## config.mk

```make
export PLATFORM = sky130hd
export DESIGN_NAME = lcd_text_refresh
export DESIGN_NICKNAME = d
export VERILOG_FILES = /design/src/rtl/lcd_text_refresh.sv
export SDC_FILE = /design/constraint.sdc
export NUM_CORES = 1
export LEC_CHECK = 0
export CAP_MARGIN = 10
export CELL_PAD_IN_SITES_DETAIL_PLACEMENT = 0
export CELL_PAD_IN_SITES_GLOBAL_PLACEMENT = 1
export CORE_MARGIN = 5
export CORE_UTILIZATION = 53
export DETAILED_ROUTE_END_ITERATION = 8
export GPL_TIMING_DRIVEN = 0
export HOLD_SLACK_MARGIN = 0.08
export PLACE_DENSITY = 0.87
export SLEW_MARGIN = 30
export SYNTH_ARGS = -nofsm -noshare
export SYNTH_HDL_FRONTEND = slang
export SYNTH_SLANG_ARGS = --single-unit
```

## constraint.sdc

```tcl
create_clock -name clk -period 9.2 [get_ports clk]
set_clock_uncertainty 0.1 [all_clocks]
set_input_delay 1.38 -clock clk [delete_from_list [all_inputs] [get_ports clk]]
set_output_delay 1.38 -clock clk [all_outputs]
set_load 0.02 [all_outputs]
```

## src/rtl/lcd_text_refresh.sv

```systemverilog
// HD44780-style text LCD refresher: runs power-up/init once, then endlessly rescans
// a 2x16 character shadow buffer to the panel in 8-bit write-only mode.
module lcd_text_refresh #(
  parameter int PHASE_CYC = 4,
  parameter int CMD_WAIT  = 40,
  parameter int CLR_WAIT  = 1600,
  parameter int PWR_WAIT  = 1000
) (
  input  logic       clk,
  input  logic       rst,
  input  logic       wr_en,
  input  logic [4:0] wr_addr,
  input  logic [7:0] wr_data,
  output logic       lcd_e,
  output logic       lcd_rs,
  output logic       lcd_rw,
  output logic [7:0] lcd_data,
  output logic       init_done,
  output logic       frame_done
);

  localparam int MAX_A = (PWR_WAIT > CLR_WAIT) ? PWR_WAIT : CLR_WAIT;
  localparam int MAX_B = (CMD_WAIT > PHASE_CYC) ? CMD_WAIT : PHASE_CYC;
  localparam int MAX_V = (MAX_A > MAX_B) ? MAX_A : MAX_B;
  localparam int CNT_W = $clog2(MAX_V + 1);

  typedef enum logic [2:0] {S_PWR, S_INIT, S_ADDR1, S_LINE1, S_ADDR2, S_LINE2} main_t;
  typedef enum logic [1:0] {B_SETUP, B_EHI, B_HOLD, B_WAIT} bus_t;

  main_t              state, state_nx;
  bus_t               bus, bus_nx;
  logic [CNT_W-1:0]   cnt, cnt_nx, wait_last;
  logic [3:0]         idx, idx_nx;
  logic               start, frame_nx, rs_nx;
  logic [7:0]         byte_nx;
  logic [7:0]         text_mem [32];

  function automatic logic [7:0] init_cmd(input logic [1:0] i);
    case (i)
      2'd0:    init_cmd = 8'h38;
      2'd1:    init_cmd = 8'h0C;
      2'd2:    init_cmd = 8'h06;
      default: init_cmd = 8'h01;
    endcase
  endfunction

  assign lcd_rw = 1'b0;

  always_comb begin
    state_nx  = state;
    bus_nx    = bus;
    cnt_nx    = cnt + CNT_W'(1);
    idx_nx    = idx;
    start     = 1'b0;
    frame_nx  = 1'b0;
    // Only the clear-display command needs the long settle time.
    wait_last = (state == S_INIT && idx == 4'd3) ? CNT_W'(CLR_WAIT - 1) : CNT_W'(CMD_WAIT - 1);
    if (state == S_PWR) begin
      if (cnt == CNT_W'(PWR_WAIT)) begin
        state_nx = S_INIT;
        idx_nx   = 4'd0;
        start    = 1'b1;
      end
    end else begin
      case (bus)
        B_SETUP: if (cnt == CNT_W'(PHASE_CYC - 1)) begin bus_nx = B_EHI;  cnt_nx = '0; end
        B_EHI:   if (cnt == CNT_W'(PHASE_CYC - 1)) begin bus_nx = B_HOLD; cnt_nx = '0; end
        B_HOLD:  if (cnt == CNT_W'(PHASE_CYC - 1)) begin bus_nx = B_WAIT; cnt_nx = '0; end
        default: if (cnt == wait_last) begin
          start = 1'b1;
          case (state)
            S_INIT:  if (idx == 4'd3) begin state_nx = S_ADDR1; idx_nx = 4'd0; end
                     else idx_nx = idx + 4'd1;
            S_ADDR1: begin state_nx = S_LINE1; idx_nx = 4'd0; end
            S_LINE1: if (idx == 4'd15) begin state_nx = S_ADDR2; idx_nx = 4'd0; end
                     else idx_nx = idx + 4'd1;
            S_ADDR2: begin state_nx = S_LINE2; idx_nx = 4'd0; end
            default: if (idx == 4'd15) begin
                       state_nx = S_ADDR1;
                       idx_nx   = 4'd0;
                       frame_nx = 1'b1;
                     end else idx_nx = idx + 4'd1;
          endcase
        end
      endcase
    end
    if (start) begin
      bus_nx = B_SETUP;
      cnt_nx = '0;
    end
  end

  // Byte for the transaction about to enter SETUP; buffer read sees pre-write contents.
  always_comb begin
    rs_nx   = 1'b1;
    byte_nx = 8'h20;
    case (state_nx)
      S_INIT:  begin rs_nx = 1'b0; byte_nx = init_cmd(idx_nx[1:0]); end
      S_ADDR1: begin rs_nx = 1'b0; byte_nx = 8'h80; end
      S_LINE1: byte_nx = text_mem[{1'b0, idx_nx}];
      S_ADDR2: begin rs_nx = 1'b0; byte_nx = 8'hC0; end
      S_LINE2: byte_nx = text_mem[{1'b1, idx_nx}];
      default: begin rs_nx = 1'b0; byte_nx = 8'h00; end
    endcase
  end

  always_ff @(posedge clk) begin
    if (rst) begin
      state      <= S_PWR;
      bus        <= B_SETUP;
      cnt        <= '0;
      idx        <= '0;
      lcd_e      <= 1'b0;
      lcd_rs     <= 1'b0;
      lcd_data   <= 8'h00;
      init_done  <= 1'b0;
      frame_done <= 1'b0;
      for (int i = 0; i < 32; i++) text_mem[i] <= 8'h20;
    end else begin
      state      <= state_nx;
      bus        <= bus_nx;
      cnt        <= cnt_nx;
      idx        <= idx_nx;
      lcd_e      <= (state_nx != S_PWR) && (bus_nx == B_EHI);
      frame_done <= frame_nx;
      if (start) begin
        lcd_rs   <= rs_nx;
        lcd_data <= byte_nx;
      end
      if (start && state_nx == S_ADDR1) init_done <= 1'b1;
      if (wr_en) text_mem[wr_addr] <= wr_data;
    end
  end

endmodule
```

==> results.toml <==
[final_layout]
drive_gt1_share_pct = 9.47
nNetsFinal = 1402
area_delta_synth_final_pct = 11.9
fin_util_pct = 60.3
antennaDiodeCount = 0
stdcell_area_sq_mm = 0.0157

[yosys]
synth_xor_area_share_pct = 0.686
avgSynthCellArea_sq_um = 10.6
synth.most_common_cell = "edfxtp_1"
async_flop_share_pct = 0
synth_mux_area_share_pct = 1.02
netlist_instances = 1322
synth_compound_area_share_pct = 5.54
yosys_warnings = 0
ys_types = 70
syn-num-nets = 1343
synth_ff_type = "edfxtp_1"
synth-simple-area-share_pct = 29.9
synth_edf_count = 256
synth_top_family_by_area = "simple AND/OR/NAND/NOR gates"
synth.area.top_cells = "edfxtp_1, and2_1, nand2_1"
yosys.area.top_type_share_pct = 54.7
ys_seq_area_share_pct = 59.3
yosysTopAreaCell = "edfxtp_1"
syn_area_sq_mm = 0.0140
ys_seq_elements = 288
synthAdderAreaFrac_pct = 0.445
netlist_top_cells_count = "edfxtp_1, and2_1, nand2_1"

[setup_path]
reg2reg_depth = 15
cp_slowest_cell = "clkbuf_1"
required_ps = 9510
crit_family = "buffers and inverters"
r2r_end = "lcd_data[2]"
worstSetupPathType = "register to register"
crit_chain = "ha_1 > or3b_1 > buf_2 > o31ai_2 > a221oi_4 > nor2_1 > a21o_1 > buf_2 > buf_1 > clkbuf_1 > ha_1 > a32oi_1 > nand4_1 > a311oi_1 > o21ai_1"
critPathBufInv = 4
rr_startpoint = "idx[0]"
worstPathMaxFanout = 10
cpPeakStageDelay_ps = 740
endpoint_kind = "register"
cp.arrival_ps = 5850
rrSetupSlack_ps = 3660
start_kind = "register"

[power_and_ir_drop]
p_leak_nw = 5.59
pwr-share-seq_pct = 53.2
max-vdd-ir-drop_uv = 147
intPower_mw = 2.20
power_density_mw_per_mm2 = 180
power.total_mw = 2.83
switching_share_pct = 22.1
combPwrFrac_pct = 4.2
clock_power_share_pct = 42.6
p_switching_mw = 0.625

[timing]
hold_viol = 0
rsz0062_at_grt = "false"
drv_slew = 0
setup_violations = 0
worst_slew_pin_slew_ps = 1060
min_period_ps = 5540
setup_ws_ps = 3660
post-route-period-util_pct = 60.2
timing.setup.tns_ps = 0
fmaxAchievable_ghz = 0.181
relSlewSlack_pct = 29.3

[hold_path]
worstHoldPathType = "register to register"
hp-start = "lcd_data[3]"
min_path_cells = 2
hold_end = "lcd_data[3]"

[global_routing]
grt_max_degree = 15
use_met3_pct = 8.93
grt_pass1_vias = 10502
antenna_found_initial = 2
grt_pass1_wl_um = 67700
top_usage_layer = "met2"
grtUsageMet1_pct = 41.3
grt-ovfl-total = 0
grt_util_all_layers_pct = 30.1
use_met2_pct = 44.5

[clock_network]
cts-htree-levels = 1
clk_pin_slew_worst_paths_ps = 60
cts.sinks = 288
clkLatencyLatePin_ps = 560
clockBufferDepth = 3
cts-resized-gates = 0
numCtsBuffers = 30
cts_setup_buffers = 0
cts_hold_buffers = 0
cts-root-buf = "clkbuf_16"
cts_tree = "yes"

[die]
die_y_um = 173
start_util_pct = 53.9
rows = 59
die_w_um = 173
ioPinCount = 29
core_sq_mm = 0.0261
dieArea_sq_mm = 0.0299

[routing]
dr.pass1.iters = 6
drc = 0
vias_per_cell = 6.25
num_vias = 10873
drt_iter0_markers = 1397
drtAntennaViolNets = 0
wire_per_inst_um = 26.5
drt-total-wl_um = 46100

[flow_run]
cap_violations = 0

[placement]
place_hpwl_um = 32400
placed_area_sq_mm = 0.0148
gp_congestion = 0.973
io_buffers = 27
post-place-ws_ps = 3870

[status]
status = "completed"
per-layer routing:
metal  up-vias  share of wire (%)
li1       4811                  -
met1      5206                 38
met2       708                 42
met3       144                 13
met4         4                5.9
met5         -              0.046
power groups by stage:
stage	logic (mW)	clock network [mW]	registers, mW
finish	0.118	1.20	1.51
global route	0.126	1.25	1.51
CTS	0.115	1.20	1.50
detailed placement	0.115	0	1.53
global placement	0.114	0	1.53
floorplan	0.0649	0	1.52
metrics by stage:
| stage | hold WS, ps | instances |
|---|---|---|
| floorplan | 341 | 1322 |
| global placement | 338 | 1684 |
| detailed placement | 342 | 1684 |
| CTS | 350 | 1740 |
| global route | 362 | 1740 |
| finish | 346 | 1740 |
how the worst max path moves through the flow:
stage                       from  slack (ps)     endpoint  cells past startpoint
after floorplan           idx[0]        5330  lcd_data[2]                     15
after global placement    idx[0]        3870  lcd_data[2]                     15
after detailed placement  idx[0]        3870  lcd_data[2]                     15
after CTS                 idx[0]        3860  lcd_data[2]                     15
after global routing      idx[0]        3610  lcd_data[2]                     15
final                     idx[0]        3660  lcd_data[2]                     15
layout make-up:
class	count	area, sq um
Multi-Input combinational cell	933	5310
Timing Repair Buffer	27	270
Clock inverter	16	131
Sequential cell	288	8330
Fill cell	2174	10300
Tap cell	335	419
Buffer	93	399
Inverter	8	31.3
Clock buffer	40	830
worst register-to-register path, delay by kind of cell (launching register included):
family / cells / cell delay [ps]
DFF: 1 / 380
buffers and inverters: 4 / 1730
adders and majority gates: 2 / 750
AOI/OAI and AO/OA: 6 / 1530
and+or+nand+nor: 3 / 900
state kept, by name, summed over array words and instances (netlist names):
signal and count:
state 3, idx 4, init_done 1, text_mem 256, cnt 11, lcd_e 1
lcd_rs 1, bus 2, lcd_data 8, frame_done 1
cells by family after synthesis:
| logic type | count (synthesis) |
|---|---|
| simple gates | 801 |
| other cells | 1 |
| compound gates | 106 |
| buf+inv | 101 |
| mux | 9 |
| xor+xnor | 11 |
| flops | 288 |
| fa+ha+maj | 5 |
cells in the final DEF, fill, tap and decap left out, drive strengths merged, types with 3 or more instances in the layout:
| cell type | n |
|---|---|
| buf | 32 |
| a31oi | 12 |
| or3 | 37 |
| nand3b | 4 |
| nor3 | 12 |
| clkdlybuf4s50 | 27 |
| nor2 | 71 |
| a21oi | 27 |
| o211ai | 4 |
| nor4 | 7 |
| inv | 8 |
| nor2b | 4 |
| nor3b | 3 |
| xnor2 | 6 |
| a21o | 3 |
| or2 | 33 |
| and4 | 3 |
| a221oi | 5 |
| and2 | 230 |
| nand3 | 150 |
| nand2 | 200 |
| o21ai | 21 |
| edfxtp | 256 |
| nand4 | 30 |
| nand2b | 3 |
| mux4 | 4 |
| o211a | 4 |
| mux2i | 3 |
| clkinv | 13 |
| a32oi | 3 |
| dfxtp | 32 |
| xor2 | 5 |
| clkbuf | 101 |
| a22oi | 9 |
| ha | 5 |
| and3 | 8 |
(Power assumes the default switching activity.)
